==> config.mk <==
export PLATFORM = sky130hd
export DESIGN_NAME = rom_port_responder
export DESIGN_NICKNAME = d
export VERILOG_FILES = /design/src/rtl/rom_port_pkg.sv /design/src/rtl/rom_port_responder.sv
export SDC_FILE = /design/constraint.sdc
export NUM_CORES = 1
export LEC_CHECK = 0
export ABC_AREA = 1
export BUFFER_PORTS_ARGS = -buffer_cell sky130_fd_sc_hd__buf_2
export CELL_PAD_IN_SITES_DETAIL_PLACEMENT = 1
export CELL_PAD_IN_SITES_GLOBAL_PLACEMENT = 1
export CORE_MARGIN = 4
export CORE_UTILIZATION = 25
export DETAILED_ROUTE_END_ITERATION = 8
export PLACE_DENSITY_LB_ADDON = 0.1
export SYNTH_ARGS = -nofsm -noshare
export SYNTH_HDL_FRONTEND = slang
export SYNTH_SLANG_ARGS = --single-unit
export TNS_END_PERCENT = 30
==> constraint.sdc <==
create_clock -name i_clk_sys -period 2.05 [get_ports i_clk_sys]
set_clock_uncertainty 0.05 [all_clocks]
set_input_delay 0.615 -clock i_clk_sys [delete_from_list [all_inputs] [get_ports i_clk_sys]]
set_output_delay 0.615 -clock i_clk_sys [all_outputs]
set_load 0.01 [all_outputs]
==> src/rtl/rom_port_pkg.sv <==
// Shared types for the toggle-handshake port responder.
//   state_t : responder FSM states
//   req_t   : latched port request {a, ds, we, d}; the address field is sized
//             to the widest supported port and zero-extended from AW bits
//   DS_NONE : byte-lane pattern that completes without a memory cycle
package rom_port_pkg;
  localparam int AW_MAX = 32;
  localparam logic [1:0] DS_NONE = 2'b00;

  typedef enum logic [1:0] {IDLE, REQ, RDWAIT} state_t;

  typedef struct packed {
    logic [AW_MAX-1:0] a;
    logic [1:0]        ds;
    logic              we;
    logic [15:0]       d;
  } req_t;
endpackage

==> src/rtl/rom_port_responder.sv <==
// Memory-side responder for one toggle-handshake ROM/RAM port.
// A request is pending while i_port_req != o_port_ack. Each accepted request
// runs one 16-bit access on a synchronous ready/wait memory bus; o_port_ack
// toggles when it completes, with read data on o_port_q.
//   i_clk_sys, i_res_n       : clock, async active-low reset
//   i_port_req / o_port_ack  : request / acknowledge toggles
//   i_port_a/ds/we/d         : word address, byte lanes {hi,lo}, write flag, data
//   o_port_q                 : read data, held until the next read completes
//   o_busy                   : FSM not idle
//   o_mem_cs/we/be/a/d       : registered memory request, held until i_mem_ready
//   i_mem_q, i_mem_ready     : read data (READ_LAT cycles after ready), accept
module rom_port_responder
  import rom_port_pkg::*;
#(
  parameter int AW       = 23,
  parameter int READ_LAT = 1
) (
  input  logic          i_clk_sys,
  input  logic          i_res_n,
  input  logic          i_port_req,
  output logic          o_port_ack,
  input  logic [AW-1:0] i_port_a,
  input  logic [1:0]    i_port_ds,
  input  logic          i_port_we,
  input  logic [15:0]   i_port_d,
  output logic [15:0]   o_port_q,
  output logic          o_busy,
  output logic          o_mem_cs,
  output logic          o_mem_we,
  output logic [1:0]    o_mem_be,
  output logic [AW-1:0] o_mem_a,
  output logic [15:0]   o_mem_d,
  input  logic [15:0]   i_mem_q,
  input  logic          i_mem_ready
);

  state_t      r_state, w_state;
  logic [2:0]  r_cnt, w_cnt;
  req_t        r_req, w_req;
  logic        r_ack, w_ack;
  logic [15:0] r_q, w_q;
  logic        r_busy, w_busy;
  logic        r_cs, w_cs;
  logic        r_we, w_we;

  always_ff @(posedge i_clk_sys or negedge i_res_n) begin
    if (!i_res_n) begin
      r_state <= IDLE;
      r_cnt   <= '0;
      r_req   <= '0;
      r_ack   <= 1'b0;
      r_q     <= '0;
      r_busy  <= 1'b0;
      r_cs    <= 1'b0;
      r_we    <= 1'b0;
    end else begin
      r_state <= w_state;
      r_cnt   <= w_cnt;
      r_req   <= w_req;
      r_ack   <= w_ack;
      r_q     <= w_q;
      r_busy  <= w_busy;
      r_cs    <= w_cs;
      r_we    <= w_we;
    end
  end

  always_comb begin
    w_state = r_state;
    w_cnt   = r_cnt;
    w_req   = r_req;
    w_ack   = r_ack;
    w_q     = r_q;
    w_cs    = r_cs;
    w_we    = r_we;
    case (r_state)
      IDLE: begin
        // Level compare: a re-toggle seen while busy is simply still pending here.
        if (i_port_req != r_ack) begin
          w_req = '{a: AW_MAX'(i_port_a), ds: i_port_ds, we: i_port_we, d: i_port_d};
          if (i_port_ds == DS_NONE) begin
            w_ack = ~r_ack;
          end else begin
            w_state = REQ;
            w_cs    = 1'b1;
            w_we    = i_port_we;
          end
        end
      end
      REQ: begin
        if (i_mem_ready) begin
          w_cs = 1'b0;
          w_we = 1'b0;
          if (r_req.we) begin
            w_ack   = ~r_ack;
            w_state = IDLE;
          end else if (READ_LAT == 0) begin
            w_q     = i_mem_q;
            w_ack   = ~r_ack;
            w_state = IDLE;
          end else begin
            w_cnt   = 3'(READ_LAT - 1);
            w_state = RDWAIT;
          end
        end
      end
      RDWAIT: begin
        // Whole word is captured; the requester picks its lanes.
        if (r_cnt == 3'd0) begin
          w_q     = i_mem_q;
          w_ack   = ~r_ack;
          w_state = IDLE;
        end else begin
          w_cnt = r_cnt - 3'd1;
        end
      end
      default: w_state = IDLE;
    endcase
    w_busy = (w_state != IDLE);
  end

  // Address bits above AW are always zero in the latched request.
  if (AW < AW_MAX) begin : g_pad
    logic w_unused_a;
    assign w_unused_a = ^r_req.a[AW_MAX-1:AW];
  end

  assign o_port_ack = r_ack;
  assign o_port_q   = r_q;
  assign o_busy     = r_busy;
  assign o_mem_cs   = r_cs;
  assign o_mem_we   = r_we;
  assign o_mem_be   = r_req.ds;
  assign o_mem_a    = r_req.a[AW-1:0];
  assign o_mem_d    = r_req.d;

endmodule
==> results.sh, run 1 <==
export IMPL_hpwlAfterDp_um=5982
export IMPL_slew_viol_final=0
export IMPL_powerDensity_nw_per_um2=1643
export IMPL_fill_cells=1522
export IMPL_yosys_top_cells_area="dfrtp_1 53%, nand2_1 13%, buf_4 11%"
export IMPL_core_area_sq_um=12210
export IMPL_num_io_pins=123
export IMPL_final_hold_viol_count=0
export IMPL_ys_top_cells_by_count="113 x nand2_1, 67 x dfrtp_1, 45 x buf_4, 44 x nand3_1, 26 x inv_1"
export IMPL_tightest_slew_ns=0.4950
export IMPL_synth_area_leader_cell="dfrtp_1"
export IMPL_setup_tns_final_ns=0
export IMPL_r2r_slack_ns=0.47
export IMPL_grt_pass1_wl_um=13040
export IMPL_start_util=0.2589
export IMPL_rsz0062_at_grt="false"
export IMPL_antenna_left=0
export IMPL_root_buffer="clkbuf_16"
export IMPL_synth_async_reset_ratio=1.000
export IMPL_r2r_start="r_state[0]$_DFF_PN0_"
export IMPL_die_area_sq_um=14510
export IMPL_hold_path_class="in -> async"
export IMPL_numCtsBuffers=9
export IMPL_viasPerCell=3.977
export IMPL_setup_viol=0
export IMPL_wirelength_um=8059
export IMPL_die_h_um=120.5
export IMPL_io_buffers=122
export IMPL_setup_worst_path_end="o_port_ack$_DFFE_PN0P_"
export IMPL_grt_use_total=0.1160
export IMPL_end_kind="flop"
export IMPL_outcome="completed"
export IMPL_gp_congestion=0.7276
export IMPL_die_width_um=120.5
export IMPL_row_count=40
export IMPL_area_growth_pct=24.02
export IMPL_period_needed_ns=1.583
export IMPL_nets=495
export IMPL_ys_warn_count=0
export IMPL_path_delay_family="simple AND/OR/NAND/NOR gates"
export IMPL_wl_per_cell_um=13.34
export IMPL_synthDistinctLibCells=22
export IMPL_postSynthCellCount=345
export IMPL_synth_edf_count=0
export IMPL_clk_pin_slew_worst_paths_ns=0.06
export IMPL_crit_fanout=13
export IMPL_first_pass_iters=3
export IMPL_synth_main_ff_cell="dfrtp_1"
export IMPL_dp_cells=588
export IMPL_cp_depth=7
export IMPL_grt_pass1_vias=2490
export IMPL_cts_setup_buffers=0
export IMPL_slowest_delay_ns=0.48
export IMPL_vdd_drop_max_v=0.0004404
export IMPL_numClockSinks=67
export IMPL_clk_latency_ns=0.33
export IMPL_ys_ff_latch=67
export IMPL_ys_seq_area_frac=0.5303
export IMPL_num_antenna_cells=0
export IMPL_postCtsHoldBufs=0
export IMPL_max_freq_ghz=0.6319
export IMPL_avgSynthCellArea_sq_um=9.165
export IMPL_via_count=2402
export IMPL_cts_max_level=3
export IMPL_crit_slowest_cell="dfrtp_1"
export IMPL_layout_drive_gt1_share=0.3945
export IMPL_path_cells="nor2_4 > buf_4 > nand3_1 > nand2_1 > nor2_1 > nand2_1 > nand2_1"
export IMPL_finalCritPeriodShare=0.7720
export IMPL_finalNonFillerCells=604
export IMPL_yosys_cell_count_top_type="nand2_1"
export IMPL_yosys_area_top_type_share=0.5303
export IMPL_cts_max_path_buffers=2
export IMPL_antenna_found_initial=0
export IMPL_ctsResizeCount=0
export IMPL_crit_start="r_state[0]$_DFF_PN0_"
export IMPL_arrival_ns=1.74
export IMPL_p_leak_nw=2.209
export IMPL_critPathKind="reg -> reg"
export IMPL_cap_viol_max_count=0
export IMPL_cts_tree="done"
export IMPL_worst_path_buf_inv=1
export IMPL_syn_nets=409
export IMPL_worstSetupStartpointType="flop"
export IMPL_rr_endpoint="o_port_ack$_DFFE_PN0P_"
export IMPL_grt_overflow_total=0
export IMPL_reg2reg_depth=7
export IMPL_drc_errors=0
export IMPL_grt_max_degree=46
export IMPL_crit_top_cell="nand2_1"
export IMPL_worst_ep_required_time_ns=2.21
export IMPL_slew_headroom=0.6697
export IMPL_syn_area_sq_um=3162
export IMPL_initialDrtViolationCount=103
## registers in the layout, indices dropped and copies added (netlist names)
name        count
r_cnt           3
o_busy          1
o_mem_a        23
r_req           1
o_mem_we        1
o_mem_be        2
o_mem_d        16
o_mem_cs        1
r_state         2
o_port_q       16
o_port_ack      1
## how the worst min path moves through the flow
stage | slack [ns] | to | cells past startpoint | start
finish | 0.17 | o_mem_d[5]$_DFFE_PN0P_ | 1 | i_res_n
global route | 0.19 | o_mem_a[14]$_DFFE_PN0P_ | 1 | i_res_n
CTS | 0.18 | o_mem_a[14]$_DFFE_PN0P_ | 1 | i_res_n
detailed placement | 0.40 | o_mem_a[0]$_DFFE_PN0P_ | 2 | o_mem_a[0]$_DFFE_PN0P_
global placement | 0.40 | o_mem_a[0]$_DFFE_PN0P_ | 2 | o_mem_a[0]$_DFFE_PN0P_
floorplan | 0.27 | o_busy$_DFF_PN0_ | 0 | i_res_n
## area by class of cell
| cell class | instances | area, sq um | share of cell area |
|---|---|---|---|
| sequential | 67 | 1677 | 0.4276 |
| multi-input combinational | 195 | 959.7 | 0.2447 |
| timing repair buffer | 131 | 693.2 | 0.1768 |
| clock buffer | 11 | 252.7 | 0.06445 |
| tap | 168 | 210.2 | 0.05361 |
| inverter | 27 | 101.3 | 0.02585 |
| clock inverter | 5 | 27.53 | 0.007020 |
## per-stage QoR
| stage | setup slack, ns | total power [mW] | util | area (sq um) | hold slack [ns] |
|---|---|---|---|---|---|
| after floorplan | 0.6881 | 4.581 | - | 3162 | 0.2694 |
| after global placement | 0.3217 | 5.074 | 0.2982 | 3641 | 0.3990 |
| after detailed placement | 0.2492 | 5.131 | 0.2982 | 3641 | 0.4040 |
| after CTS | 0.4394 | 6.621 | 0.3211 | 3921 | 0.1758 |
| after global routing | 0.3608 | 7.028 | 0.3211 | 3921 | 0.1926 |
| final | 0.4675 | 6.444 | 0.3211 | 3921 | 0.1660 |
## power breakdown
part           switching (mW)  internal, mW  leakage, nW  total (mW)
clock network           0.564         0.875        0.141        1.44
logic                    1.67          1.02         1.24        2.69
registers               0.355          1.96        0.832        2.32
total                    2.59          3.86         2.21        6.44
## layout by cell type, fill, tap and decap left out
master	netlist	routed
buf_12	0	1
buf_2	6	121
buf_4	45	9
clkbuf_16	0	9
clkbuf_8	0	2
clkinv_2	0	4
clkinvlp_4	0	1
dfrtp_1	67	67
ha_1	2	2
inv_1	26	26
inv_2	1	1
nand2_1	113	113
nand2_2	2	2
nand2_4	1	1
nand3_1	44	44
nand3_2	1	1
nand3_4	1	1
nand3b_1	1	1
nand4_1	1	1
nor2_1	1	1
nor2_4	2	2
o21ai_0	5	5
o21ai_1	2	2
o21ai_2	17	17
o22ai_1	1	1
xor2_1	1	1
## cell families after synthesis
| family | synth area share |
|---|---|
| flops | 0.5303 |
| compound gates | 0.06015 |
| simple gates | 0.2327 |
| buf+inv | 0.1662 |
| fa+ha+maj | 0.007913 |
| xor+xnor | 0.002771 |
## routing by layer
layer / wire length [um] / part of all wire / track usage / vias to the layer above
met3: 565 / 0.070 / 0.03555 / 9
met2: 3500 / 0.43 / 0.1711 / 74
met5: 0 / 0 / 0 / -
met1: 3851 / 0.48 / 0.1555 / 1102
li1: - / - / - / 1217
met4: 141 / 0.017 / 0.05312 / 0
Note: power is estimated with default switching activity, not from simulation.
==> run 2, diff against run 1 <==
==> constraint.sdc (replaced) <==
create_clock -name i_clk_sys -period 1.45 [get_ports i_clk_sys]
set_clock_uncertainty 0.05 [all_clocks]
set_input_delay 0.435 -clock i_clk_sys [delete_from_list [all_inputs] [get_ports i_clk_sys]]
set_output_delay 0.435 -clock i_clk_sys [all_outputs]
set_load 0.01 [all_outputs]
==> results.sh, run 2 (same netlist as run 1, synthesis figures left out) <==
export IMPL_outcome="completed"
export IMPL_tightest_slew_ns=0.3740
export IMPL_p_leak_nw=2.220
export IMPL_finalPower_mw=9.137
export IMPL_vdd_drop_max_v=0.0008106
export IMPL_crit_slowest_cell="dfrtp_1"
export IMPL_antenna_left=0
export IMPL_largest_reg_flops=23
export IMPL_final_hold_viol_count=0
export IMPL_max_freq_ghz=0.7347
export IMPL_worstSetupStartpointType="flop"
export IMPL_die_width_um=120.5
export IMPL_numClockSinks=67
export IMPL_period_needed_ns=1.361
export IMPL_clk_pin_slew_worst_paths_ns=0.05
export IMPL_grt_pass1_vias=2586
export IMPL_hold_path_class="in -> async"
export IMPL_mostFrequentLayoutCell="buf_2"
export IMPL_path_delay_family="flip-flops"
export IMPL_setup_viol=0
export IMPL_slew_viol_final=0
export IMPL_finalCritPeriodShare=0.9388
export IMPL_cts_tree="done"
export IMPL_area_growth_pct=24.93
export IMPL_numCtsBuffers=9
export IMPL_hpwlAfterDp_um=5768
export IMPL_core_area_sq_um=12210
export IMPL_wl_per_cell_um=13.01
export IMPL_layout_common_cells="121 x buf_2, 113 x nand2_1, 67 x dfrtp_1"
export IMPL_grt_max_degree=68
export IMPL_arrival_ns=0.88
export IMPL_worst_ep_required_time_ns=0.97
export IMPL_critPathKind="reg -> out"
export IMPL_slew_headroom=0.7507
export IMPL_worst_path_buf_inv=1
export IMPL_powerDensity_nw_per_um2=2313
export IMPL_cts_max_path_buffers=2
export IMPL_rsz0062_at_grt="true"
export IMPL_clk_latency_ns=0.32
export IMPL_slowest_delay_ns=0.40
export IMPL_cts_setup_buffers=0
export IMPL_first_pass_iters=4
export IMPL_die_area_sq_um=14510
export IMPL_antenna_found_initial=0
export IMPL_cts_max_level=3
export IMPL_grt_pass1_wl_um=13100
export IMPL_via_count=2419
export IMPL_viasPerCell=3.985
export IMPL_num_io_pins=123
export IMPL_start_util=0.2589
export IMPL_wirelength_um=7898
export IMPL_root_buffer="clkbuf_16"
export IMPL_nets=498
export IMPL_num_antenna_cells=0
export IMPL_path_cells="buf_2"
export IMPL_drc_errors=0
export IMPL_cap_viol_max_count=0
export IMPL_layout_drive_gt1_share=0.3918
export IMPL_end_kind="output port"
export IMPL_die_h_um=120.5
export IMPL_row_count=40
export IMPL_initialDrtViolationCount=102
export IMPL_post_dp_cell_area_sq_um=3689
export IMPL_crit_fanout=4
export IMPL_gp_congestion=0.7327
export IMPL_fin_area_sq_um=3950
export IMPL_io_buffers=122
export IMPL_grt_use_total=0.1128
export IMPL_r2r_slack_ns=0.11
export IMPL_grt_overflow_total=0
-- run 2: cell types whose count changed in the layout (fill, tap and decap cells not counted), sizes merged --
| cell | before | now |
|---|---|---|
| clkbuf | 11 | 13 |
| clkinv | 4 | 3 |
| clkinvlp | 1 | 0 |
| buf | 131 | 134 |
-- run 2: layout make-up --
type,count,area (sq um)
Tap cell,168,210.2
Timing Repair Buffer,134,744.5
Inverter,27,101.3
Fill cell,1501,8262
Clock buffer,13,240.2
Sequential cell,67,1677
Clock inverter,3,15.01
Multi-Input combinational cell,195,962.2
-- run 2: path summary, 6_finish.rpt --
path	start	to	depth (start not counted)
setup / recovery	o_port_ack$_DFFE_PN0P_	o_port_ack	1
hold / removal	i_res_n	o_mem_d[5]$_DFFE_PN0P_	2
setup reg to reg	r_cnt[0]$_DFFE_PN0P_	r_cnt[2]$_DFFE_PN0P_	7
hold reg to reg	o_mem_d[3]$_DFFE_PN0P_	o_mem_d[3]$_DFFE_PN0P_	2
max in group asynchronous	i_res_n	o_port_q[10]$_DFFE_PN0P_	2
min in group i_clk_sys	i_port_a[11]	o_mem_a[11]$_DFFE_PN0P_	3
-- run 2: report_power, final --
part	switching, mW	internal [mW]	leakage, nW	total, mW
registers	0.476	2.78	0.832	3.25
clock network	0.762	1.15	0.127	1.91
logic	2.38	1.59	1.26	3.97
-- run 2: what timing repair did --
action | CTS | global route
setup endpoints to repair | 0 | 5
endpoints found under the hold margin | 0 | 0
resized for setup | 0 | 2
hold buffers | 0 | 0
-- run 2: routing by layer --
layer | routed length, um | vias to the layer above | global-route usage
met2 | 3617 | 77 | 0.1774
met1 | 3573 | 1116 | 0.1437
li1 | - | 1216 | -
met4 | 112 | 0 | 0.03612
met5 | 0 | - | 0
met3 | 595 | 10 | 0.04210
-- run 2: through the flow --
| stage | setup slack (ns) | cells | util | hold slack [ns] | setup TNS, ns |
|---|---|---|---|---|---|
| 2_1_floorplan | 0.2378 | 345 | - | 0.08941 | 0 |
| 3_3_place_gp | 0.04137 | 591 | 0.3020 | 0.3982 | 0 |
| 3_5_place_dp | -0.02334 | 591 | 0.3020 | 0.4040 | -0.02334 |
| 4_1_cts | 0.04389 | 607 | 0.3230 | 0.08065 | 0 |
| 5_1_grt | -0.003919 | 607 | 0.3235 | 0.09389 | -0.003919 |
| 6_report | 0.08881 | 607 | 0.3235 | 0.06890 | 0 |
==> run 3, diff against run 2 <==
--- a/config.mk
+++ b/config.mk
@@ -10,7 +10,7 @@
 export CELL_PAD_IN_SITES_DETAIL_PLACEMENT = 1
 export CELL_PAD_IN_SITES_GLOBAL_PLACEMENT = 1
 export CORE_MARGIN = 4
-export CORE_UTILIZATION = 25
+export CORE_UTILIZATION = 32
 export DETAILED_ROUTE_END_ITERATION = 8
 export PLACE_DENSITY_LB_ADDON = 0.1
 export SYNTH_ARGS = -nofsm -noshare
==> results.sh, run 3 (same netlist as run 1, synthesis figures left out) <==
export IMPL_outcome="completed"
export IMPL_reg2reg_depth=4
export IMPL_rr_endpoint="o_mem_we$_DFFE_PN0P_"
export IMPL_p_leak_nw=2.178
export IMPL_antenna_left=0
export IMPL_r2r_slack_ns=0.10
export IMPL_antenna_found_initial=0
export IMPL_slowest_delay_ns=0.41
export IMPL_worstSetupStartpointType="flop"
export IMPL_arrival_ns=0.90
export IMPL_worst_path_buf_inv=1
export IMPL_cts_tree="done"
export IMPL_path_cells="buf_2"
export IMPL_grt_overflow_total=0
export IMPL_first_pass_iters=4
export IMPL_finalPower_mw=8.602
export IMPL_final_hold_viol_count=0
export IMPL_row_count=36
export IMPL_die_h_um=107.4
export IMPL_root_buffer="clkbuf_8"
export IMPL_clk_pin_slew_worst_paths_ns=0.07
export IMPL_via_count=2445
export IMPL_wl_per_cell_um=13.42
export IMPL_layout_common_cells="122 x buf_2, 112 x nand2_1, 67 x dfrtp_1"
export IMPL_clk_latency_ns=0.33
export IMPL_hpwlAfterDp_um=5531
export IMPL_io_buffers=122
export IMPL_gp_congestion=0.7207
export IMPL_start_util=0.3265
export IMPL_mostFrequentLayoutCell="buf_2"
export IMPL_crit_fanout=4
export IMPL_cap_viol_max_count=0
export IMPL_end_kind="output port"
export IMPL_cts_max_level=3
export IMPL_worst_ep_required_time_ns=0.97
export IMPL_nets=496
export IMPL_grt_pass1_wl_um=12360
export IMPL_grt_pass1_vias=2473
export IMPL_core_area_sq_um=9684
export IMPL_numCtsBuffers=9
export IMPL_fin_util=0.3943
export IMPL_wirelength_um=7635
export IMPL_slew_viol_final=0
export IMPL_grt_max_degree=68
export IMPL_setup_viol=0
export IMPL_period_needed_ns=1.382
export IMPL_initialDrtViolationCount=71
export IMPL_max_freq_ghz=0.7233
export IMPL_die_width_um=107.4
export IMPL_die_area_sq_um=11530
export IMPL_critPathKind="reg -> out"
export IMPL_largest_reg_flops=23
export IMPL_num_antenna_cells=0
export IMPL_layout_drive_gt1_share=0.3968
export IMPL_viasPerCell=4.297
export IMPL_r2r_start="r_state[0]$_DFF_PN0_"
export IMPL_path_delay_family="flip-flops"
export IMPL_crit_start="o_port_ack$_DFFE_PN0P_"
export IMPL_cts_max_path_buffers=2
export IMPL_numClockSinks=67
export IMPL_crit_slowest_cell="dfrtp_1"
export IMPL_num_io_pins=123
export IMPL_tightest_slew_ns=0.3929
export IMPL_vdd_drop_max_v=0.0008024
export IMPL_area_growth_pct=20.78
export IMPL_hold_path_class="in -> async"
export IMPL_grt_use_total=0.1365
export IMPL_powerDensity_nw_per_um2=2253
export IMPL_finalCritPeriodShare=0.9534
export IMPL_postCtsHoldBufs=0
export IMPL_drc_errors=0
export IMPL_slew_headroom=0.7380
export IMPL_rsz0062_at_grt="true"
[run 3: metal layers]
metal | wire (um) | track usage | vias to the layer above
li1 | - | - | 1211
met4 | 95 | 0.05140 | 0
met1 | 3396 | 0.1765 | 1153
met3 | 537 | 0.03959 | 9
met2 | 3605 | 0.2167 | 72
met5 | 0 | 0 | -
[run 3: how the worst max path moves through the flow]
stage               cells past startpoint                      end  slack [ns]
global route                            4  o_mem_d[14]$_DFFE_PN0P_       -0.02
detailed placement                      7     o_mem_we$_DFFE_PN0P_       -0.01
finish                                  1               o_port_ack        0.07
floorplan                               7   o_port_ack$_DFFE_PN0P_        0.24
CTS                                     1               o_port_ack        0.03
global placement                        7     o_mem_we$_DFFE_PN0P_        0.04
[run 3: power by group]
group | switching (mW) | internal, mW | total (mW) | leakage, nW
registers | 0.472 | 2.77 | 3.24 | 0.832
logic | 2.36 | 1.56 | 3.92 | 1.25
clock network | 0.686 | 0.748 | 1.43 | 0.0953
total | 3.52 | 5.08 | 8.60 | 2.18
[run 3: timing repair]
action / CTS / global route
setup endpoints to repair: 0 / 8
resized for setup: 0 / 4
setup buffers: 0 / 0
[run 3: per-stage QoR]
stage	hold WS [ns]	cells	worst slack [ns]	TNS, ns	instance area [sq um]
after floorplan	0.08941	345	0.2378	0	3162
after global placement	0.3990	554	0.04162	0	3627
after detailed placement	0.4029	554	-0.01366	-0.01366	3627
after CTS	0.07517	569	0.02992	0	3806
after global routing	0.07731	569	-0.01621	-0.05838	3819
final	0.04592	569	0.06751	0	3819
[run 3: area by class of cell]
cell class,instances,area (sq um)
Inverter,27,101.3
Timing Repair Buffer,132,730.7
Clock buffer,13,168.9
Sequential cell,67,1677
Multi-Input combinational cell,195,964.7
Tap cell,133,166.4
Fill cell,1167,5866
Clock inverter,2,10.01
